===== config.mk =====
export PLATFORM = sky130hd
export DESIGN_NAME = spike_rate_decoder
export DESIGN_NICKNAME = d
export VERILOG_FILES = /design/src/rtl/spike_pkg.sv /design/src/rtl/sat_counter.sv /design/src/rtl/spike_rate_decoder.sv
export SDC_FILE = /design/constraint.sdc
export NUM_CORES = 1
export LEC_CHECK = 0
export BUFFER_PORTS_ARGS = -buffer_cell sky130_fd_sc_hd__buf_2
export CORE_AREA = 2 2 55 57
export DETAILED_ROUTE_END_ITERATION = 6
export DIE_AREA = 0 0 57 59
export GPL_ROUTABILITY_DRIVEN = 0
export GPL_TIMING_DRIVEN = 0
export PLACE_DENSITY = 0.81
export SETUP_SLACK_MARGIN = 0.4
export SKIP_LAST_GASP = 1
export SYNTH_ARGS = -nofsm -noshare
export SYNTH_HDL_FRONTEND = slang
export SYNTH_HIERARCHICAL = 1
export SYNTH_SLANG_ARGS = --single-unit
export TNS_END_PERCENT = 1

===== constraint.sdc =====
create_clock -name clk -period 2.58 [get_ports clk]
set_input_delay 0.129 -clock clk [delete_from_list [all_inputs] [get_ports clk]]
set_output_delay 0.129 -clock clk [all_outputs]
set_load 0.01 [all_outputs]

===== src/rtl/spike_pkg.sv =====
// Shared constants and FSM state type for the spike rate decoder slice.
package spike_pkg;

  localparam int CNT_W_DEF   = 8;
  localparam int ISI_W_DEF   = 12;
  localparam int WIN_LEN_DEF = 256;

  typedef enum logic {
    IDLE = 1'b0,
    RUN  = 1'b1
  } state_e;

endpackage


===== src/rtl/sat_counter.sv =====
// Up-counter with synchronous clear and saturation at all-ones.
module sat_counter #(
  parameter int W = 8
) (
  input  logic         clk,
  input  logic         rst,
  input  logic         clr,
  input  logic         inc,
  output logic [W-1:0] q
);

  logic [W-1:0] q_q;
  logic [W-1:0] q_d;

  // NOTE: q_d gets a default before any branch so no path leaves it unassigned (no latch).
  always_comb begin
    q_d = q_q;
    if (clr) begin
      q_d = '0;
    end else if (inc && (q_q != '1)) begin
      q_d = q_q + W'(1);
    end
  end

  // NOTE: sequential state uses non-blocking assignments so all flops update together.
  always_ff @(posedge clk or posedge rst) begin
    if (rst) q_q <= '0;
    else     q_q <= q_d;
  end

  assign q = q_q;

endmodule


===== src/rtl/spike_rate_decoder.sv =====
// Windowed spike counter with valid/ready result port and sticky overrun flag.
// Optional last-ISI measurement is built when SPIKE_DECODER_ISI_EN is defined.
module spike_rate_decoder
  import spike_pkg::*;
#(
  parameter int WIN_LEN = WIN_LEN_DEF,
  parameter int CNT_W   = CNT_W_DEF,
  parameter int ISI_W   = ISI_W_DEF
) (
  input  logic             clk,
  input  logic             rst,
  input  logic             en,
  input  logic             spike,
  output logic             out_valid,
  input  logic             out_ready,
  output logic [CNT_W-1:0] out_count,
  output logic [ISI_W-1:0] out_isi,
  output logic             overrun,
  output logic             busy
);

  localparam int                WCNT_W = $clog2(WIN_LEN);
  localparam logic [WCNT_W-1:0] W_LAST = WCNT_W'(WIN_LEN - 1);

  state_e             state_q, state_d;
  logic [WCNT_W-1:0]  wcnt_q, wcnt_d;
  logic               out_valid_q, out_valid_d;
  logic [CNT_W-1:0]   out_count_q, out_count_d;
  logic               overrun_q, overrun_d;

  logic               run_active;
  logic               win_close;
  logic               drain;
  logic [CNT_W-1:0]   scnt;
  logic [CNT_W-1:0]   cand;

  // Dropping en in RUN discards this cycle's sample along with the partial window.
  assign run_active = (state_q == RUN) && en;
  assign win_close  = run_active && (wcnt_q == W_LAST);
  assign drain      = out_valid_q && out_ready;
  assign cand       = (spike && (scnt != '1)) ? scnt + CNT_W'(1) : scnt;

  sat_counter #(.W(CNT_W)) u_scnt (
    .clk (clk),
    .rst (rst),
    .clr (!run_active || win_close),
    .inc (spike),
    .q   (scnt)
  );

  always_comb begin
    state_d     = en ? RUN : IDLE;
    wcnt_d      = (run_active && !win_close) ? wcnt_q + WCNT_W'(1) : '0;
    out_valid_d = out_valid_q;
    out_count_d = out_count_q;
    overrun_d   = overrun_q;
    if (drain) out_valid_d = 1'b0;
    if (win_close) begin
      if (!out_valid_q || drain) begin
        out_valid_d = 1'b1;
        out_count_d = cand;
      end else begin
        overrun_d = 1'b1;
      end
    end
  end

  always_ff @(posedge clk or posedge rst) begin
    if (rst) begin
      state_q     <= IDLE;
      wcnt_q      <= '0;
      out_valid_q <= 1'b0;
      out_count_q <= '0;
      overrun_q   <= 1'b0;
    end else begin
      state_q     <= state_d;
      wcnt_q      <= wcnt_d;
      out_valid_q <= out_valid_d;
      out_count_q <= out_count_d;
      overrun_q   <= overrun_d;
    end
  end

  assign out_valid = out_valid_q;
  assign out_count = out_count_q;
  assign overrun   = overrun_q;
  assign busy      = (state_q == RUN);

`ifdef SPIKE_DECODER_ISI_EN
  logic             armed_q, armed_d;
  logic [ISI_W-1:0] out_isi_q, out_isi_d;
  logic [ISI_W-1:0] isi_cnt;

  // isi_cnt restarts from 0 on the cycle after a spike, so the interval is isi_cnt + 1.
  sat_counter #(.W(ISI_W)) u_isi (
    .clk (clk),
    .rst (rst),
    .clr (!run_active || spike),
    .inc (1'b1),
    .q   (isi_cnt)
  );

  always_comb begin
    armed_d   = run_active ? armed_q : 1'b0;
    out_isi_d = out_isi_q;
    if (run_active && spike) begin
      armed_d = 1'b1;
      if (armed_q) out_isi_d = (isi_cnt == '1) ? isi_cnt : isi_cnt + ISI_W'(1);
    end
  end

  always_ff @(posedge clk or posedge rst) begin
    if (rst) begin
      armed_q   <= 1'b0;
      out_isi_q <= '0;
    end else begin
      armed_q   <= armed_d;
      out_isi_q <= out_isi_d;
    end
  end

  assign out_isi = out_isi_q;
`else
  assign out_isi = '0;
`endif

endmodule


### Word-level counts from Yosys, hierarchy flattened

Cells that the tools add are included.
Widths: inputs -> output; s select.

| storage, ports and cells | value |
|---|---|
| flip-flop bits (word level) | 27 |
| input bits | 5 |
| output and inout port bits | 23 |
| word-level logic and storage cells | 30 |

| cells by class | value |
|---|---|
| add/sub/neg operators | 2 |
| eq/ne operators | 2 |
| muxes and demuxes | 7 |
| bitwise operators | 1 |
| reduce and logical (&&, ||, !) cells | 12 |

Operator list:

| operator | number |
|---|---|
| $mux 8 | 3 |
| $add 8x1->8 const B | 2 |
| $eq 8x8->1 const B | 1 |
| $ne 8x8->1 const B | 1 |
| $logic_and 1x1->1 | 5 |
| $mux 1 | 4 |
| $reduce_and 2->1 | 2 |
| $logic_not 1->1 | 3 |
| $logic_or 1x1->1 | 2 |
| $not 1->1 | 1 |

### Depth between registers and ports, before layout

| logic depth | value |
|---|---|
| word-level depth | 5 |
| mapped depth | 8 |
| gate-level depth less buffers | 7 |

### By module

Netlist, hierarchy kept.

By module, submodules not included:

| module | times used | cells an instance | area an instance (sq um) | sequential area each (sq um) |
|---|---|---|---|---|
| spike_rate_decoder | 1 | 106 | 1051.0 | 475.5 |
| sat_counter | 1 | 49 | 504.2 | 200.2 |

### Worst setup path after synthesis

OpenSTA, ideal clock, no wires.

| timing path | value |
|---|---|
| kind | register to register |
| from | reg wcnt_q[0] |
| to | reg u_scnt.q_q[3] (netlist: u_scnt/q[3]) |
| library setup time | 0.125 ns |
| arrival time | 1.624 ns |
| data required time | 2.455 ns |
| slack | 0.831 ns |
| stages on the path, launching flop included | 8 |
| path buffers | 1 |
| clock period less this slack | 1.749 ns |
| path through | dfrtp_1 -> ha_1 -> and4_1 -> nand2_1 -> nand3_1 -> clkbuf_1 -> nor2b_1 -> mux2_4 |

| between the ends | value |
|---|---|
| word-level cells in the longest chain between the ends | 4 |

RTL lines:

| element | RTL line | source |
|---|---|---|
| start, declared | spike_rate_decoder.sv:26 | `logic [WCNT_W-1:0] wcnt_q, wcnt_d;` |
| start signal, assigned | spike_rate_decoder.sv:77 | `wcnt_q <= wcnt_d;` |
| $eq 8x8->1 | spike_rate_decoder.sv:39 | `assign win_close = run_active && (wcnt_q == W_LAST);` |
| $logic_and 1x1->1 | spike_rate_decoder.sv:39 |  |
| $logic_or 1x1->1 | spike_rate_decoder.sv:46 | `.clr (!run_active \|\| win_close),` |
| $mux 8 | sat_counter.sv:18 | `if (clr) begin` |
| end signal, assigned | sat_counter.sv:28 | `else q_q <= q_d;` |
| end, declared | sat_counter.sv:12 | `logic [W-1:0] q_q;` |

No other way between the ends.
A chain may end at the register's enable or synchronous reset.

### Worst setup path after layout

| timing path | value |
|---|---|
| from | reg wcnt_q[0] |
| to | reg u_scnt.q_q[4] (netlist: u_scnt/q[4]) |

The elaborated chain is that of the path after synthesis.

==> metrics.txt <==
result of the run finished clean; final number of hold-violating endpoints 0; floorplan die area 0.00336 mm²; worst ir drop on vdd ~320 µV; overall power 0.670 mW; CTS H-tree lvls 1; global-route wire length before repair 4850 µm; data required time of the critical path 2.80 ns; maximum number of pins on one net before global-route repair 20; minimum clock period after layout 1.93 ns; Leak about 0.92 nW; min-delay src out_ready; number of routed nets with antenna violations 0; depth of the worst register-to-register path 7; Top-Level Pins 28; Worst setup startpoint wcnt_q[0]$_DFF_PP0_; headroom to the max-slew limit between 50% and 60%; RR Startpoint wcnt_q[0]$_DFF_PP0_; flops & latches, synth 27; TritonCTS clock tree built; cell count of the worst hold path 3; category of the critical setup timing path flip-flop to flip-flop; post-CTS setup buffers 0; DRT Pass-1 Iters 4; net count of the finished layout between 150 and 200; fraction of final layout cells with drive strength greater than 1 25.1%; final cell utilization of the core between 60% and 70%; detailed-route vias per instance roughly 5.4; kind of start point of the critical path flip-flop; Std-Cell Rows 19; Clock transition at path regs about 0.14 ns; ys async rst share 100%; transition time at the pin with the least slew margin ~0.69 ns; number of synthesized flops with an enable pin 0; power per unit of standard cell area between 300 and 400 mW/mm²; dominant register cell in the synthesized netlist dfrtp_1; antenna violations before repair 0; violation count after the first detailed-route iteration 32; endpoint of the lowest-slack register-to-register path u_scnt/q[4]$_DFFE_PP0P_; half-perimeter wire length after placement between 2000 and 2500 µm; Die W approximately 57 µm; routed length per instance approximately 13 µm; Layout Area Growth over Synthesis 13.0%; global-route usage over all layers between 10% and 20%; number of max-slew violations in the final report 0; R2R setup slack around 0.65 ns; summed instance area of the synthesized netlist ~0.0016 mm²; Antenna Cells 0; gate count after technology mapping roughly 160; number of buffers added by the clock tree synthesis step 3; Critical Path AT about 2.2 ns; count of yosys warnings during synthesis 6; post-placement setup slack between 0.5 and 0.6 ns; Min-Delay Path Class input port to flip-flop; Final Worst Setup Slack roughly 0.65 ns; post-synthesis sequential area ratio 43.4%; fraction of post-synthesis cell area in the top cell type by area about 43%; TritonCTS sink count 27; remaining global-route overflow 0; total wirelength of the detailed-routed design about 2800 µm; Post-Route Setup TNS 0 ns; Clk Latency, worst-skew pair around 0.32 ns; cell type with the largest total area after synthesis dfrtp_1; hold endpoint overrun$_DFFE_PP0P_; unrepaired setup endpoints after global routing no; Longest Clk Path Bufs 2; Synth area leaders dfrtp_1 43%, buf_4 6.3%, nor2_1 4.1%; chip height slightly below 60 µm; count of maximum capacitance violations 0; maximum fanout along the worst path 10; initial cell density of the core about 57%; final routed DRC violation total 0; final critical-path share of the clock period roughly 75%; setup skew after layout roughly 0.0032 ns; number of different library cells in the post-synthesis netlist 39; Commonest cells post-synth 27 x dfrtp_1, 17 x nor2_1, 13 x buf_4, 12 x nand2_1; total via count in the routed design around 1200; port buffer count 15; cell with the most instances after synthesis dfrtp_1; Final setup violation count 0; number of global-route vias before repair between 1000 and 1500; number of fill cells in the layout between 200 and 250; Placeable Area 0.00271 mm²; max frequency between 0.5 and 0.6 GHz; element type at the critical path end flip-flop; CTS root buffer clkbuf_4; average cell area after synthesis between 10 and 15 µm²
[metrics by stage]
stage,cells,hold slack [ns],cell area [µm²]
after CTS,218,0.0910,1760
after global placement,212,0.0995,1710
after detailed placement,212,0.110,1710
after floorplan,166,-0.0553,1600
final,218,0.0965,1760
after global routing,218,0.0877,1760
[layer usage]
| metal | part of all wire [%] | vias up | GRT usage [%] |
|---|---|---|---|
| met5 | 0 | - | 0 |
| met4 | 0.94 | 0 | 5.98 |
| met3 | 4.2 | 4 | 3.06 |
| met2 | 50 | 34 | 31.5 |
| met1 | 45 | 565 | 23.7 |
| li1 | - | 576 | - |
[cell type report]
cell class	count	area, µm²	share of cell area, %
sequential	27	676	38.4
clock buffer	4	26.3	1.49
multi-input combinational	117	782	44.5
inverter	7	26.3	1.49
buffer	15	114	6.48
tap	31	38.8	2.21
timing repair buffer	17	95.1	5.41
[critical path, cell delays in order, from the launching register on]
cell and delay, ns:
dfrtp_1 0.42, ha_1 0.22, and4_1 0.26, nand2_1 0.09
nand3_1 0.22, clkbuf_2 0.28, nor2b_1 0.08, mux2_4 0.27
[kinds of logic after synthesis]
| group | Yosys count | synth area share [%] |
|---|---|---|
| other cells | 1 | 0.241 |
| flops | 27 | 43.4 |
| mux | 16 | 12.3 |
| xor+xnor | 7 | 3.94 |
| fa+ha+maj | 3 | 2.41 |
| simple gates | 60 | 20.0 |
| compound gates | 19 | 8.69 |
| buf+inv | 22 | 8.93 |
[flip-flops by register name, summed over array words and instances (netlist names)]
name       flops
out_valid      1
busy           1
overrun        1
out_count      8
u_scnt/q       8
wcnt_q         8
[cells in the final DEF (no fill, tap or decap), types with 5 or more instances in the layout]
cell type  netlist  layout
mux2_2           5       5
dfrtp_1         27      27
a21oi_1          6       6
nor2b_1          5       5
conb_1           1      12
nand3_1          5       5
buf_4           13      13
nand2_1         12      12
buf_2            0      15
inv_1            7       7
xor2_1           6       6
nand4_1          7       7
nor2_1          17      17
[how the worst max path moves through the flow]
stage                              endpoint  depth (start not counted)
floorplan           u_scnt/q[3]$_DFFE_PP0P_                          7
global placement    u_scnt/q[0]$_DFFE_PP0P_                          7
detailed placement  u_scnt/q[4]$_DFFE_PP0P_                          7
CTS                 u_scnt/q[4]$_DFFE_PP0P_                          7
global route        u_scnt/q[1]$_DFFE_PP0P_                          8
finish              u_scnt/q[4]$_DFFE_PP0P_                          7
[power breakdown]
group | internal, mW | leakage, nW | switching, mW | total, mW
registers | 0.426 | 0.368 | 0.00418 | 0.431
logic | 0.0246 | 0.535 | 0.0336 | 0.0582
clock network | 0.0605 | 0.0150 | 0.121 | 0.182
[repair_timing]
item	CTS	global route
gates resized for setup	0	2
hold buffers	2	0
endpoints found under the setup margin	0	7
hold endpoints to repair	28	0
Power figures use the tool's default switching activity.
